===== config.mk =====
export PLATFORM = sky130hd
export DESIGN_NAME = multicycle_ctrl
export DESIGN_NICKNAME = d
export VERILOG_FILES = /design/src/rtl/mips_ctrl_pkg.sv /design/src/rtl/multicycle_ctrl_outdec.sv /design/src/rtl/multicycle_ctrl.sv
export SDC_FILE = /design/constraint.sdc
export NUM_CORES = 1
export LEC_CHECK = 0
export CAP_MARGIN = 0
export CORE_MARGIN = 5
export CORE_UTILIZATION = 44
export DETAILED_ROUTE_END_ITERATION = 8
export PLACE_DENSITY = 0.8
export SLEW_MARGIN = 20
export SYNTH_ARGS = -nofsm -noshare
export SYNTH_HDL_FRONTEND = slang
export SYNTH_HIERARCHICAL = 1
export SYNTH_SLANG_ARGS = --single-unit

===== constraint.sdc =====
create_clock -name clk -period 2.45 [get_ports clk]
set_input_delay 0.49 -clock clk [delete_from_list [all_inputs] [get_ports clk]]
set_output_delay 0.49 -clock clk [all_outputs]
set_load 0.1 [all_outputs]

===== src/rtl/mips_ctrl_pkg.sv =====
// mips_ctrl_pkg
//   Shared definitions for the MIPS-lite multicycle control unit:
//   FSM state encoding, opcode values, ALU-op codes handed to the
//   ALU-control decoder, datapath mux-select codes and the packed
//   control word produced by the state decoder.
package mips_ctrl_pkg;

  // 4-bit state encoding; codes 14 and 15 are unused and recover to S_RST.
  typedef enum logic [3:0] {
    S_RST  = 4'd0,
    FETCH  = 4'd1,
    DECODE = 4'd2,
    MEMADR = 4'd3,
    MEMRD  = 4'd4,
    MEMWB  = 4'd5,
    MEMWR  = 4'd6,
    REXEC  = 4'd7,
    RWB    = 4'd8,
    BRANCH = 4'd9,
    JUMP   = 4'd10,
    IEXEC  = 4'd11,
    IWB    = 4'd12,
    NEXEC  = 4'd13
  } state_t;

  // Opcodes (IR[31:26]).
  localparam logic [5:0] OP_RTYPE = 6'b000000;
  localparam logic [5:0] OP_LW    = 6'b100011;
  localparam logic [5:0] OP_SW    = 6'b101011;
  localparam logic [5:0] OP_BEQ   = 6'b000100;
  localparam logic [5:0] OP_J     = 6'b000010;
  localparam logic [5:0] OP_ADDI  = 6'b001000;
  localparam logic [5:0] OP_NORI  = 6'b001110;

  // ALU-op codes understood by the ALU-control decoder.
  localparam logic [2:0] ALUOP_ADD   = 3'b000;
  localparam logic [2:0] ALUOP_SUB   = 3'b001;
  localparam logic [2:0] ALUOP_FUNCT = 3'b010;
  localparam logic [2:0] ALUOP_NORI  = 3'b011;
  localparam logic [2:0] ALUOP_RSVD  = 3'b100;

  // ALU B-operand select.
  localparam logic [1:0] SRCB_REG     = 2'b00;
  localparam logic [1:0] SRCB_FOUR    = 2'b01;
  localparam logic [1:0] SRCB_IMM     = 2'b10;
  localparam logic [1:0] SRCB_IMM_SH2 = 2'b11;

  // Next-PC select.
  localparam logic [1:0] PCSRC_ALU    = 2'b00;
  localparam logic [1:0] PCSRC_ALUOUT = 2'b01;
  localparam logic [1:0] PCSRC_JUMP   = 2'b10;

  // Complete set of datapath controls for one cycle.
  typedef struct packed {
    logic       pcwrite;
    logic       pcwritecond;
    logic       iord;
    logic       memread;
    logic       memwrite;
    logic       irwrite;
    logic       memtoreg;
    logic       regdst;
    logic       regwrite;
    logic       alusrca;
    logic [1:0] alusrcb;
    logic [2:0] aluop;
    logic [1:0] pcsource;
  } ctrl_t;

endpackage : mips_ctrl_pkg


===== src/rtl/multicycle_ctrl_outdec.sv =====
// ctrl_outdec
//   Combinational state -> control-word decoder for multicycle_ctrl.
//   Every output is a function of the state alone, except the FETCH-cycle
//   IR/PC load strobes, which are qualified by mem_ready so the IR and PC
//   only update on the cycle the instruction read actually completes.
// Ports
//   state     in  4  current FSM state
//   mem_ready in  1  memory completes the current access this cycle
//   ctrl      out    packed control word (see mips_ctrl_pkg::ctrl_t)
module ctrl_outdec
  import mips_ctrl_pkg::*;
(
  input  state_t state,
  input  logic   mem_ready,
  output ctrl_t  ctrl
);

  always_comb begin
    ctrl = '0;
    case (state)
      FETCH: begin
        ctrl.memread  = 1'b1;
        ctrl.alusrcb  = SRCB_FOUR;
        ctrl.aluop    = ALUOP_ADD;
        ctrl.pcsource = PCSRC_ALU;
        ctrl.irwrite  = mem_ready;
        ctrl.pcwrite  = mem_ready;
      end
      DECODE: begin
        // Speculatively compute the branch target into ALUOut.
        ctrl.alusrcb = SRCB_IMM_SH2;
        ctrl.aluop   = ALUOP_ADD;
      end
      MEMADR: begin
        ctrl.alusrca = 1'b1;
        ctrl.alusrcb = SRCB_IMM;
        ctrl.aluop   = ALUOP_ADD;
      end
      MEMRD: begin
        ctrl.memread = 1'b1;
        ctrl.iord    = 1'b1;
      end
      MEMWB: begin
        ctrl.regwrite = 1'b1;
        ctrl.memtoreg = 1'b1;
        ctrl.regdst   = 1'b0;
      end
      MEMWR: begin
        ctrl.memwrite = 1'b1;
        ctrl.iord     = 1'b1;
      end
      REXEC: begin
        ctrl.alusrca = 1'b1;
        ctrl.alusrcb = SRCB_REG;
        ctrl.aluop   = ALUOP_FUNCT;
      end
      RWB: begin
        ctrl.regwrite = 1'b1;
        ctrl.regdst   = 1'b1;
        ctrl.memtoreg = 1'b0;
      end
      BRANCH: begin
        ctrl.alusrca     = 1'b1;
        ctrl.alusrcb     = SRCB_REG;
        ctrl.aluop       = ALUOP_SUB;
        ctrl.pcwritecond = 1'b1;
        ctrl.pcsource    = PCSRC_ALUOUT;
      end
      JUMP: begin
        ctrl.pcwrite  = 1'b1;
        ctrl.pcsource = PCSRC_JUMP;
      end
      IEXEC: begin
        ctrl.alusrca = 1'b1;
        ctrl.alusrcb = SRCB_IMM;
        ctrl.aluop   = ALUOP_ADD;
      end
      NEXEC: begin
        ctrl.alusrca = 1'b1;
        ctrl.alusrcb = SRCB_IMM;
        ctrl.aluop   = ALUOP_NORI;
      end
      IWB: begin
        ctrl.regwrite = 1'b1;
        ctrl.regdst   = 1'b0;
        ctrl.memtoreg = 1'b0;
      end
      default: ctrl = '0;  // S_RST and unused encodings drive nothing
    endcase
  end

endmodule : ctrl_outdec


===== src/rtl/multicycle_ctrl.sv =====
// multicycle_ctrl
//   Moore control FSM for the MIPS-lite multicycle datapath. Steps one
//   instruction at a time through fetch, decode and execute states, holding
//   the memory states until mem_ready, and flags unknown opcodes with a
//   one-cycle registered illegal pulse.
// Ports
//   clk         in  1  rising-edge clock
//   reset       in  1  synchronous, active-high reset
//   op          in  6  opcode field IR[31:26]
//   mem_ready   in  1  memory completes current access this cycle
//   pcwrite     out 1  unconditional PC load
//   pcwritecond out 1  PC load if ALU zero (beq)
//   iord        out 1  memory address: 0 PC, 1 ALUOut
//   memread     out 1  memory read request
//   memwrite    out 1  memory write request
//   irwrite     out 1  IR load
//   memtoreg    out 1  reg write data: 0 ALUOut, 1 MDR
//   regdst      out 1  dest reg: 0 rt, 1 rd
//   regwrite    out 1  register file write enable
//   alusrca     out 1  ALU A: 0 PC, 1 reg A
//   alusrcb     out 2  ALU B: B / 4 / imm / imm<<2
//   aluop       out 3  ALU-op code to ALU-control decoder
//   pcsource    out 2  next PC: ALU / ALUOut / jump target
//   illegal     out 1  one-cycle pulse on unknown opcode
//   state       out 4  current state (debug)
module multicycle_ctrl
  import mips_ctrl_pkg::*;
(
  input  logic       clk,
  input  logic       reset,
  input  logic [5:0] op,
  input  logic       mem_ready,
  output logic       pcwrite,
  output logic       pcwritecond,
  output logic       iord,
  output logic       memread,
  output logic       memwrite,
  output logic       irwrite,
  output logic       memtoreg,
  output logic       regdst,
  output logic       regwrite,
  output logic       alusrca,
  output logic [1:0] alusrcb,
  output logic [2:0] aluop,
  output logic [1:0] pcsource,
  output logic       illegal,
  output logic [3:0] state
);

  state_t state_q, state_d;
  logic   illegal_q, illegal_d;
  ctrl_t  ctrl;

  // State register and illegal-opcode flag.
  always_ff @(posedge clk) begin
    if (reset) begin
      state_q   <= S_RST;
      illegal_q <= 1'b0;
    end else begin
      state_q   <= state_d;
      illegal_q <= illegal_d;
    end
  end

  // Next-state logic. op is only looked at in DECODE and MEMADR, mem_ready
  // only in the three memory-access states.
  always_comb begin
    state_d   = state_q;
    illegal_d = 1'b0;
    case (state_q)
      S_RST:  state_d = FETCH;
      FETCH:  if (mem_ready) state_d = DECODE;
      DECODE: begin
        case (op)
          OP_RTYPE:     state_d = REXEC;
          OP_LW, OP_SW: state_d = MEMADR;
          OP_BEQ:       state_d = BRANCH;
          OP_J:         state_d = JUMP;
          OP_ADDI:      state_d = IEXEC;
          OP_NORI:      state_d = NEXEC;
          default: begin
            // Abandon the instruction; flag it in the next cycle.
            state_d   = FETCH;
            illegal_d = 1'b1;
          end
        endcase
      end
      MEMADR: begin
        if (op == OP_LW)      state_d = MEMRD;
        else if (op == OP_SW) state_d = MEMWR;
        else                  state_d = FETCH;  // IR is stable, so unreachable
      end
      MEMRD:  if (mem_ready) state_d = MEMWB;
      MEMWB:  state_d = FETCH;
      MEMWR:  if (mem_ready) state_d = FETCH;
      REXEC:  state_d = RWB;
      RWB:    state_d = FETCH;
      BRANCH: state_d = FETCH;
      JUMP:   state_d = FETCH;
      IEXEC:  state_d = IWB;
      NEXEC:  state_d = IWB;
      IWB:    state_d = FETCH;
      default: state_d = S_RST;
    endcase
  end

  ctrl_outdec u_outdec (
    .state     (state_q),
    .mem_ready (mem_ready),
    .ctrl      (ctrl)
  );

  assign pcwrite     = ctrl.pcwrite;
  assign pcwritecond = ctrl.pcwritecond;
  assign iord        = ctrl.iord;
  assign memread     = ctrl.memread;
  assign memwrite    = ctrl.memwrite;
  assign irwrite     = ctrl.irwrite;
  assign memtoreg    = ctrl.memtoreg;
  assign regdst      = ctrl.regdst;
  assign regwrite    = ctrl.regwrite;
  assign alusrca     = ctrl.alusrca;
  assign alusrcb     = ctrl.alusrcb;
  assign aluop       = ctrl.aluop;
  assign pcsource    = ctrl.pcsource;
  assign illegal     = illegal_q;
  assign state       = state_q;

endmodule : multicycle_ctrl


==> flow_results.xml, run 1 <==
<?xml version="1.0" encoding="UTF-8"?>
<metrics>
  <group name="run_status">
    <metric name="result_of_the_run" unit="">finished clean</metric>
  </group>
  <group name="cells_and_area">
    <metric name="nets_finish" unit="">123</metric>
    <metric name="area_growth_syn_to_layout" unit="%">72.4</metric>
    <metric name="final_util" unit="%">80.5</metric>
    <metric name="drive_above_1_share" unit="%">41.6</metric>
    <metric name="fillCellCount" unit="">108</metric>
    <metric name="diodes" unit="">0</metric>
  </group>
  <group name="timing">
    <metric name="setup_tns_after_final_layout" unit="ns">0</metric>
    <metric name="setup_violations" unit="">0</metric>
    <metric name="fin_worst_skew" unit="ns">0.00599</metric>
    <metric name="hold_ws" unit="ns">0.701</metric>
    <metric name="min_period_over_period" unit="%">87.6</metric>
    <metric name="fin_ws" unit="ns">0.304</metric>
    <metric name="slew_viol_final" unit="">0</metric>
    <metric name="max_slew_margin" unit="%">64.6</metric>
    <metric name="worstMarginPinSlew" unit="ns">0.531</metric>
    <metric name="min_clock_period_post_route" unit="ns">2.15</metric>
    <metric name="final_hold_viol_count" unit="">0</metric>
    <metric name="grt_setup_unrepaired" unit="">false</metric>
    <metric name="achievable-frequency" unit="MHz">466</metric>
  </group>
  <group name="placement">
    <metric name="place.gp.congestion" unit="">0.803</metric>
    <metric name="place.detailed.hpwl" unit="mm">1.37</metric>
    <metric name="portBuffers" unit="">29</metric>
    <metric name="placement.setup.worst_slack" unit="ns">0.304</metric>
  </group>
  <group name="synth">
    <metric name="ys_async_sr_fraction" unit="%">0</metric>
    <metric name="synth-edff-count" unit="">0</metric>
    <metric name="synth_simple_gate_area_share" unit="%">39.5</metric>
    <metric name="yosysTopAreaCell" unit="">dfxtp_1</metric>
    <metric name="synth_area_in_compound_gates" unit="%">23.7</metric>
    <metric name="most_instantiated_cells_after_synthesis" unit="">nor2_1 (9), buf_4 (7), dfxtp_1 (5), nor3_1 (5), xnor2_1 (5)</metric>
    <metric name="synth_top_area_share" unit="%">14.2</metric>
    <metric name="synth.most_common_cell" unit="">nor2_1</metric>
    <metric name="synthDistinctLibCells" unit="">43</metric>
    <metric name="synth_top_flop_cell" unit="">dfxtp_1</metric>
    <metric name="synthesis.area_per_instance" unit="um2">7.81</metric>
    <metric name="synthCells" unit="">90</metric>
    <metric name="syn-cell-area" unit="um2">703</metric>
    <metric name="synthAdderAreaFrac" unit="%">0</metric>
    <metric name="postSynthRegisterBits" unit="">5</metric>
    <metric name="ys_warn_count" unit="">6</metric>
    <metric name="synth-xor-area-share" unit="%">8.72</metric>
    <metric name="main_combinational_cell_family_by_area_after_synthesis" unit="">simple AND/OR/NAND/NOR gates</metric>
    <metric name="synth_seq_area_share" unit="%">14.2</metric>
    <metric name="yosys-top-cells-area" unit="">dfxtp_1 (14%), buf_4 (7.5%), xnor2_1 (6.2%), nor2_1 (4.8%), nand3b_1 (4.3%)</metric>
    <metric name="share_of_synthesized_area_spent_on_multiplexers" unit="%">1.42</metric>
    <metric name="synth_nets" unit="">99</metric>
  </group>
  <group name="critical_path">
    <metric name="worst_r2r_path_depth" unit="">4</metric>
    <metric name="critical_path.endpoint_type" unit="">primary output</metric>
    <metric name="start_kind" unit="">input pin</metric>
    <metric name="ff2ff_setup_slack" unit="ns">0.91</metric>
    <metric name="crit-reg2reg-launch" unit="">state[2]</metric>
    <metric name="crit_path_max_fanout" unit="">7</metric>
    <metric name="worst_ep_arrival_time" unit="ns">1.66</metric>
    <metric name="crit_type" unit="">in2out</metric>
    <metric name="crit_required" unit="ns">1.96</metric>
    <metric name="timing.rr.end" unit="">state[1]</metric>
  </group>
  <group name="power_and_ir_drop">
    <metric name="power_density" unit="nW/um2">361</metric>
    <metric name="pleak" unit="nW">0.437</metric>
    <metric name="worst_ir_drop_vdd" unit="mV">0.196</metric>
  </group>
  <group name="global_route">
    <metric name="vias_in_the_first_global_route" unit="">698</metric>
    <metric name="grt_overflow_total" unit="">0</metric>
    <metric name="global_route.usage.total" unit="%">14.0</metric>
    <metric name="grt_pass1_wl" unit="mm">2.94</metric>
    <metric name="grt_max_degree" unit="">26</metric>
    <metric name="grt_antenna_before_repair" unit="">0</metric>
  </group>
  <group name="drt">
    <metric name="wirelength" unit="mm">1.73</metric>
    <metric name="drt.antenna.violating_nets" unit="">0</metric>
    <metric name="vias_per_cell" unit="">5.79</metric>
    <metric name="drcViolationCount" unit="">0</metric>
    <metric name="routed_wirelength_normalized_by_instance_count" unit="um">13.4</metric>
    <metric name="vias" unit="">747</metric>
    <metric name="detailedRoute.firstPassIterationCount" unit="">4</metric>
    <metric name="first_iter_violations" unit="">11</metric>
  </group>
  <group name="cts">
    <metric name="postCtsHoldBufs" unit="">0</metric>
    <metric name="cts_root_buf" unit="">clkbuf_4</metric>
    <metric name="cts_buffers" unit="">3</metric>
    <metric name="cts_repair_resize_count" unit="">0</metric>
    <metric name="clkSlewWorstSetupHoldPaths" unit="ns">0.04</metric>
    <metric name="post_cts_buffers" unit="">0</metric>
    <metric name="cts_tree" unit="">built</metric>
    <metric name="clock-sinks" unit="">5</metric>
    <metric name="cts_htree_levels" unit="">1</metric>
    <metric name="ctsLongestPathBuffers" unit="">2</metric>
    <metric name="clock_insertion_delay_worst_skew" unit="ns">0.24</metric>
  </group>
  <group name="die">
    <metric name="fp-row-count" unit="">14</metric>
    <metric name="floorplan.die_area" unit="um2">2500</metric>
    <metric name="floorplan.initialDensity" unit="%">46.7</metric>
    <metric name="core-area" unit="um2">1510</metric>
    <metric name="die_height" unit="um">50.0</metric>
    <metric name="boundaryPins" unit="">31</metric>
    <metric name="chipWidth" unit="um">50.0</metric>
  </group>
  <group name="flow_run">
    <metric name="maxCapViolations" unit="">0</metric>
  </group>
  <group name="min_path">
    <metric name="hold_class" unit="">reg2reg</metric>
    <metric name="min-delay-start" unit="">state[0]</metric>
    <metric name="worst_hold_path.num_cells" unit="">2</metric>
    <metric name="hold_path_end" unit="">state[2]</metric>
  </group>
</metrics>
worst max path at each step:
stage | start | to | slack [ns]
floorplan | state[2] | memread | 0.04
global placement | mem_ready | pcwrite | 0.32
detailed placement | mem_ready | pcwrite | 0.30
CTS | mem_ready | pcwrite | 0.30
global route | mem_ready | pcwrite | 0.25
finish | mem_ready | pcwrite | 0.30
metrics by stage:
stage,std cells,total power [mW],instance area (um2)
2_1_floorplan,90,0.281,825
3_3_place_gp,125,0.344,1190
3_5_place_dp,125,0.347,1190
4_1_cts,129,0.441,1210
5_1_grt,129,0.454,1210
6_report,129,0.437,1210
layout by cell type (no fill, tap or decap), types with 3 or more instances in the layout:
master            n
dfxtp_4           3
o21ai_0           3
nand2b_1          3
clkdlybuf4s50_1   8
xnor2_1           5
nor2_4            4
nand3b_1          4
clkbuf_4          3
buf_12           15
nor3_1            4
nor2_1            4
buf_4             6
nand2_1           3
nor2b_1           3
cell families (layout without fill, tap and decap cells):
family                 after synthesis  in the layout
AND/OR/NAND/NOR                     42             42
AO/OA/AOI/OAI                       23             23
buffers and inverters               11             34
XOR/XNOR                             7              7
flip-flops                           5              5
other                                1              1
multiplexers                         1              1
flip-flops by register name, indices dropped and copies added, names as in the netlist:
signal,count
illegal,1
state,4
critical path, stage by stage:
cell and delay [ns]:
clkdlybuf4s50_1 0.58, nand4bb_1 0.18, a21oi_4 0.21, buf_12 0.19
power by group:
part	total (mW)	leakage, nW	switching, mW	internal (mW)
Sequential	0.109	0.0433	0.0246	0.0843
Combinational	0.235	0.379	0.147	0.0883
Clock	0.0927	0.0150	0.0313	0.0614
Total	0.437	0.437	0.203	0.234
metal layers:
metal / part of all wire (%) / vias up / global-route usage [%]
met3: 5.4 / 0 / 0.904
met1: 43 / 351 / 16.9
met5: 0 / - / 0
met4: 0 / 0 / 3.93
met2: 52 / 18 / 26.1
li1: - / 378 / -
final cells by class:
type	instances	area [um2]	area share, %
inverters	1	3.75	0.310
flip-flops and latches	5	113	9.29
well taps	16	20.0	1.65
repair buffers	29	425	35.1
multi-input cells	74	624	51.5
clock buffers	4	26.3	2.17
Power figures use the tool's default switching activity.
==> run 2: changes to the inputs <==
--- a/config.mk
+++ b/config.mk
@@ -9,6 +9,7 @@
 export CORE_MARGIN = 5
 export CORE_UTILIZATION = 44
 export DETAILED_ROUTE_END_ITERATION = 8
+export GPL_ROUTABILITY_DRIVEN = 0
 export PLACE_DENSITY = 0.8
 export SLEW_MARGIN = 20
 export SYNTH_ARGS = -nofsm -noshare
==> run 2 against run 1 <==
Global-route usage grew 0.11 points; design area is the same; sequential share of layout area unchanged; largest power group unchanged.
==> flow_results.xml, run 2 (same netlist as run 1, synthesis figures left out) <==
<?xml version="1.0" encoding="UTF-8"?>
<metrics>
  <group name="power_and_ir_drop">
    <metric name="power.share.sequential" unit="%">25.0</metric>
    <metric name="power_frac_comb" unit="%">54.1</metric>
    <metric name="switching_component_of_the_power" unit="uW">201</metric>
    <metric name="internal_power_of_the_cells" unit="uW">234</metric>
    <metric name="power_frac_clock" unit="%">20.9</metric>
    <metric name="switching_share" unit="%">46.2</metric>
    <metric name="power_density" unit="nW/um2">358</metric>
    <metric name="pleak" unit="nW">0.437</metric>
    <metric name="worst_ir_drop_vdd" unit="mV">0.189</metric>
  </group>
  <group name="run_status">
    <metric name="result_of_the_run" unit="">finished clean</metric>
  </group>
  <group name="cts">
    <metric name="cts_repair_resize_count" unit="">0</metric>
    <metric name="clkSlewWorstSetupHoldPaths" unit="ns">0.04</metric>
    <metric name="clock-sinks" unit="">5</metric>
    <metric name="post_cts_buffers" unit="">0</metric>
    <metric name="ctsLongestPathBuffers" unit="">2</metric>
    <metric name="postCtsHoldBufs" unit="">0</metric>
    <metric name="cts_tree" unit="">built</metric>
    <metric name="clock_insertion_delay_worst_skew" unit="ns">0.23</metric>
    <metric name="cts_root_buf" unit="">clkbuf_4</metric>
    <metric name="cts_buffers" unit="">3</metric>
    <metric name="cts_htree_levels" unit="">1</metric>
  </group>
  <group name="timing">
    <metric name="slew_viol_final" unit="">0</metric>
    <metric name="setup_violations" unit="">0</metric>
    <metric name="achievable-frequency" unit="MHz">464</metric>
    <metric name="fin_worst_skew" unit="ns">0.000897</metric>
    <metric name="min_clock_period_post_route" unit="ns">2.15</metric>
    <metric name="hold_ws" unit="ns">0.692</metric>
    <metric name="grt_setup_unrepaired" unit="">false</metric>
    <metric name="max_slew_margin" unit="%">64.3</metric>
    <metric name="fin_ws" unit="ns">0.297</metric>
    <metric name="worstMarginPinSlew" unit="ns">0.535</metric>
    <metric name="final_hold_viol_count" unit="">0</metric>
    <metric name="min_period_over_period" unit="%">87.9</metric>
    <metric name="setup_tns_after_final_layout" unit="ns">0</metric>
  </group>
  <group name="min_path">
    <metric name="hold_class" unit="">reg2reg</metric>
    <metric name="min-delay-start" unit="">state[0]</metric>
  </group>
  <group name="placement">
    <metric name="portBuffers" unit="">29</metric>
    <metric name="dpl_cell_area" unit="um2">1190</metric>
    <metric name="place.detailed.hpwl" unit="mm">1.31</metric>
    <metric name="placement.setup.worst_slack" unit="ns">0.290</metric>
  </group>
  <group name="global_route">
    <metric name="grt_max_degree" unit="">26</metric>
    <metric name="grt_pass1_wl" unit="mm">2.97</metric>
    <metric name="grt_overflow_total" unit="">0</metric>
    <metric name="global_route.usage.total" unit="%">14.1</metric>
    <metric name="grt_antenna_before_repair" unit="">0</metric>
    <metric name="vias_in_the_first_global_route" unit="">700</metric>
  </group>
  <group name="critical_path">
    <metric name="crit_path_max_fanout" unit="">7</metric>
    <metric name="critPathSlowestCell" unit="">clkdlybuf4s50_1</metric>
    <metric name="max_stage_delay_on_crit_path" unit="ns">0.59</metric>
    <metric name="start_kind" unit="">input pin</metric>
    <metric name="critical_path.endpoint_type" unit="">primary output</metric>
    <metric name="crit_chain" unit="">clkdlybuf4s50_1 &gt; nand4bb_1 &gt; a21oi_4 &gt; buf_12</metric>
    <metric name="crit_type" unit="">in2out</metric>
    <metric name="crit_required" unit="ns">1.96</metric>
    <metric name="worst_ep_arrival_time" unit="ns">1.66</metric>
    <metric name="worstSetupStartpoint" unit="">mem_ready</metric>
    <metric name="crit-reg2reg-launch" unit="">state[2]</metric>
  </group>
  <group name="die">
    <metric name="floorplan.initialDensity" unit="%">46.7</metric>
    <metric name="floorplan.die_area" unit="um2">2500</metric>
    <metric name="die_height" unit="um">50.0</metric>
    <metric name="fp-row-count" unit="">14</metric>
    <metric name="core-area" unit="um2">1510</metric>
    <metric name="boundaryPins" unit="">31</metric>
    <metric name="chipWidth" unit="um">50.0</metric>
  </group>
  <group name="drt">
    <metric name="wirelength" unit="mm">1.62</metric>
    <metric name="detailedRoute.firstPassIterationCount" unit="">4</metric>
    <metric name="first_iter_violations" unit="">15</metric>
    <metric name="vias" unit="">733</metric>
    <metric name="drcViolationCount" unit="">0</metric>
    <metric name="drt.antenna.violating_nets" unit="">0</metric>
    <metric name="routed_wirelength_normalized_by_instance_count" unit="um">12.5</metric>
    <metric name="vias_per_cell" unit="">5.68</metric>
  </group>
  <group name="cells_and_area">
    <metric name="diodes" unit="">0</metric>
    <metric name="largest_register_ff_count" unit="">4</metric>
    <metric name="drive_above_1_share" unit="%">41.6</metric>
    <metric name="mostFrequentLayoutCell" unit="">buf_12</metric>
    <metric name="final_util" unit="%">80.5</metric>
    <metric name="nets_finish" unit="">123</metric>
    <metric name="area_growth_syn_to_layout" unit="%">72.4</metric>
    <metric name="layout_common_cells" unit="">buf_12 (15), clkdlybuf4s50_1 (8), buf_4 (6), xnor2_1 (5)</metric>
    <metric name="finish.instance_area" unit="um2">1210</metric>
  </group>
  <group name="flow_run">
    <metric name="maxCapViolations" unit="">0</metric>
  </group>
</metrics>
run 2: worst max-delay path: cells and delay by family:
kind | cells | cell delay [ns]
compound gates | 1 | 0.21
buf+inv | 2 | 0.78
simple gates | 1 | 0.19
run 2: cell type report:
cell class,instances,area (um2)
clock buffers,4,26.3
fillers,108,294
inverters,1,3.75
multi-input cells,74,624
flip-flops and latches,5,113
well taps,16,20.0
repair buffers,29,425
run 2: final timing paths:
path | to | slack [ns] | cells after the start
max reg2reg | state[1] | 0.87 | 4
min reg2reg | state[2] | 0.69 | 2
max | pcwrite | 0.30 | 4
min | state[2] | 0.69 | 2
run 2: layer usage:
layer	global-route usage [%]	share of wire, %
met5	0	0
met4	4.80	0
met3	1.81	7.1
met2	25.4	50
met1	16.8	43
run 2: stage by stage:
stage               total power, mW  instances
floorplan                     0.281         90
global placement              0.343        125
detailed placement            0.346        125
CTS                           0.439        129
global route                  0.456        129
finish                        0.434        129
run 2: power groups by stage:
stage	clock, mW	sequential [mW]	combinational [mW]
5_1_grt	0.0989	0.111	0.245
4_1_cts	0.0944	0.109	0.236
6_report	0.0908	0.109	0.235
3_3_place_gp	0	0.110	0.234
2_1_floorplan	0	0.116	0.164
3_5_place_dp	0	0.110	0.236
==> run 3: changes to the inputs <==
--- a/config.mk
+++ b/config.mk
@@ -7,10 +7,10 @@
 export LEC_CHECK = 0
 export CAP_MARGIN = 0
 export CORE_MARGIN = 5
-export CORE_UTILIZATION = 44
+export CORE_UTILIZATION = 37
 export DETAILED_ROUTE_END_ITERATION = 8
 export GPL_ROUTABILITY_DRIVEN = 0
-export PLACE_DENSITY = 0.8
+export PLACE_DENSITY = 0.72
 export SLEW_MARGIN = 20
 export SYNTH_ARGS = -nofsm -noshare
 export SYNTH_HDL_FRONTEND = slang
==> constraint.sdc (replaced) <==
create_clock -name clk -period 1.8 [get_ports clk]
set_input_delay 0.36 -clock clk [delete_from_list [all_inputs] [get_ports clk]]
set_output_delay 0.36 -clock clk [all_outputs]
set_load 0.1 [all_outputs]
==> run 3 against run 2 <==
First-iteration DRC count up 60%; critical endpoint is now irwrite; sequential power grew 25%; non-clock buffer count increased by 9; sequential share of layout area decreased by 1.2 points; combinational power up 58%; total power rose by 47%.
==> flow_results.xml, run 3 (same netlist as run 1, synthesis figures left out) <==
<?xml version="1.0" encoding="UTF-8"?>
<metrics>
  <group name="run_status">
    <metric name="result_of_the_run" unit="">finished clean</metric>
  </group>
  <group name="critical_path">
    <metric name="worst_ep_arrival_time" unit="ns">1.37</metric>
    <metric name="timing.rr.end" unit="">state[2]</metric>
    <metric name="crit_type" unit="">reg2out</metric>
    <metric name="ff2ff_setup_slack" unit="ns">0.33</metric>
    <metric name="start_kind" unit="">register</metric>
    <metric name="critical_path.endpoint_type" unit="">primary output</metric>
    <metric name="crit-reg2reg-launch" unit="">state[1]</metric>
    <metric name="worst_r2r_path_depth" unit="">5</metric>
    <metric name="max_stage_delay_on_crit_path" unit="ns">0.40</metric>
    <metric name="crit_chain" unit="">nand2b_4 &gt; nor4b_4 &gt; buf_12</metric>
    <metric name="crit_path_max_fanout" unit="">12</metric>
    <metric name="crit_required" unit="ns">1.44</metric>
    <metric name="critPathSlowestCell" unit="">dfxtp_4</metric>
  </group>
  <group name="placement">
    <metric name="portBuffers" unit="">29</metric>
    <metric name="place.detailed.hpwl" unit="mm">1.51</metric>
    <metric name="placement.setup.worst_slack" unit="ns">-0.0504</metric>
  </group>
  <group name="global_route">
    <metric name="grt_overflow_total" unit="">0</metric>
    <metric name="vias_in_the_first_global_route" unit="">754</metric>
    <metric name="global_route.usage.total" unit="%">15.8</metric>
    <metric name="grt_antenna_before_repair" unit="">0</metric>
    <metric name="grt_pass1_wl" unit="mm">3.36</metric>
    <metric name="grt_max_degree" unit="">25</metric>
  </group>
  <group name="drt">
    <metric name="wirelength" unit="mm">2.12</metric>
    <metric name="routed_wirelength_normalized_by_instance_count" unit="um">14.4</metric>
    <metric name="drcViolationCount" unit="">0</metric>
    <metric name="vias" unit="">821</metric>
    <metric name="drt.antenna.violating_nets" unit="">0</metric>
    <metric name="first_iter_violations" unit="">24</metric>
    <metric name="detailedRoute.firstPassIterationCount" unit="">4</metric>
    <metric name="vias_per_cell" unit="">5.59</metric>
  </group>
  <group name="cts">
    <metric name="postCtsHoldBufs" unit="">0</metric>
    <metric name="cts_htree_levels" unit="">1</metric>
    <metric name="cts_tree" unit="">built</metric>
    <metric name="ctsLongestPathBuffers" unit="">2</metric>
    <metric name="cts_root_buf" unit="">clkbuf_4</metric>
    <metric name="cts_buffers" unit="">3</metric>
    <metric name="clkSlewWorstSetupHoldPaths" unit="ns">0.05</metric>
    <metric name="clock-sinks" unit="">5</metric>
    <metric name="clock_insertion_delay_worst_skew" unit="ns">0.24</metric>
  </group>
  <group name="die">
    <metric name="fp-row-count" unit="">15</metric>
    <metric name="floorplan.die_area" unit="um2">2870</metric>
    <metric name="core-area" unit="um2">1760</metric>
    <metric name="die_height" unit="um">53.6</metric>
    <metric name="floorplan.initialDensity" unit="%">39.9</metric>
    <metric name="boundaryPins" unit="">31</metric>
    <metric name="chipWidth" unit="um">53.6</metric>
  </group>
  <group name="min_path">
    <metric name="worst_hold_path.num_cells" unit="">4</metric>
    <metric name="hold_path_end" unit="">state[0]</metric>
    <metric name="hold_class" unit="">in2reg</metric>
    <metric name="min-delay-start" unit="">mem_ready</metric>
  </group>
  <group name="timing">
    <metric name="hold_ws" unit="ns">0.770</metric>
    <metric name="min_clock_period_post_route" unit="ns">1.73</metric>
    <metric name="achievable-frequency" unit="MHz">579</metric>
    <metric name="slew_viol_final" unit="">0</metric>
    <metric name="setup_violations" unit="">0</metric>
    <metric name="final_hold_viol_count" unit="">0</metric>
    <metric name="fin_worst_skew" unit="ns">0.00505</metric>
    <metric name="min_period_over_period" unit="%">96.0</metric>
    <metric name="fin_ws" unit="ns">0.0718</metric>
  </group>
  <group name="power_and_ir_drop">
    <metric name="power_frac_clock" unit="%">20.5</metric>
    <metric name="power_frac_comb" unit="%">58.2</metric>
    <metric name="power.share.sequential" unit="%">21.3</metric>
    <metric name="pleak" unit="nW">0.528</metric>
    <metric name="switching_share" unit="%">45.7</metric>
    <metric name="switching_component_of_the_power" unit="uW">291</metric>
    <metric name="power_density" unit="nW/um2">450</metric>
    <metric name="worst_ir_drop_vdd" unit="mV">0.310</metric>
    <metric name="internal_power_of_the_cells" unit="uW">346</metric>
  </group>
  <group name="cells_and_area">
    <metric name="drive_above_1_share" unit="%">49.2</metric>
    <metric name="layout_common_cells" unit="">buf_12 (21), clkdlybuf4s50_1 (7), buf_4 (7), nor2_4 (5)</metric>
    <metric name="mostFrequentLayoutCell" unit="">buf_12</metric>
    <metric name="area_growth_syn_to_layout" unit="%">101</metric>
    <metric name="largest_register_ff_count" unit="">4</metric>
    <metric name="diodes" unit="">0</metric>
    <metric name="nets_finish" unit="">132</metric>
  </group>
  <group name="flow_run">
    <metric name="maxCapViolations" unit="">0</metric>
  </group>
</metrics>
==> run 3: power groups by stage <==
| stage | Clock (mW) | Combinational [mW] | Sequential [mW] |
|---|---|---|---|
| floorplan | 0 | 0.231 | 0.157 |
| global placement | 0 | 0.343 | 0.151 |
| detailed placement | 0 | 0.348 | 0.152 |
| CTS | 0.135 | 0.369 | 0.137 |
| global route | 0.145 | 0.387 | 0.138 |
| finish | 0.131 | 0.371 | 0.136 |
==> run 3: how the worst max path moves through the flow <==
| stage | from | end | slack, ns | cells after the start |
|---|---|---|---|---|
| 2_1_floorplan | state[1] | irwrite | -0.45 | 3 |
| 4_1_cts | state[2] | memtoreg | 0.003 | 3 |
| 5_1_grt | state[1] | irwrite | -0.0004 | 3 |
| 6_report | state[1] | irwrite | 0.07 | 3 |
| 3_3_place_gp | mem_ready | state[1] | -0.004 | 6 |
| 3_5_place_dp | mem_ready | state[0] | -0.05 | 6 |
==> run 3: metrics by stage <==
| step | setup TNS [ns] | std cells | power, mW | cell area, um2 | util (%) |
|---|---|---|---|---|---|
| global placement | -0.00659 | 139 | 0.495 | 1340 | 76.0 |
| finish | 0 | 147 | 0.637 | 1420 | 80.2 |
| CTS | 0 | 145 | 0.641 | 1390 | 78.8 |
| detailed placement | -0.0783 | 139 | 0.500 | 1340 | 76.0 |
| floorplan | -1.50 | 90 | 0.388 | 886 | - |
| global route | -0.000395 | 147 | 0.670 | 1420 | 80.2 |
==> run 3: cell type report <==
cell class | instances | area [um2]
multi-input cells | 74 | 661
repair buffers | 38 | 578
fillers | 121 | 349
flip-flops and latches | 5 | 115
well taps | 25 | 31.3
clock buffers | 4 | 26.3
inverters | 1 | 3.75
==> run 3: metal layers <==
layer  GRT usage (%)  wire [um]  share of wire, %
met2            27.1       1030                48
met5               0          0                 0
met3            1.94        104               4.9
met1            19.3        955                45
met4            7.66         31               1.5
==> run 3: worst max-delay path: cells and delay by family, from the launching register on <==
family        cells  cell delay, ns
buf+inv           1            0.22
simple gates      2            0.50
flops             1            0.40
==> run 3: timing repair <==
action | in CTS | in global routing
buffers inserted | 2 | 2
gates resized for setup | 1 | 1
setup endpoints to repair | 4 | 6
pin swaps | 1 | 1
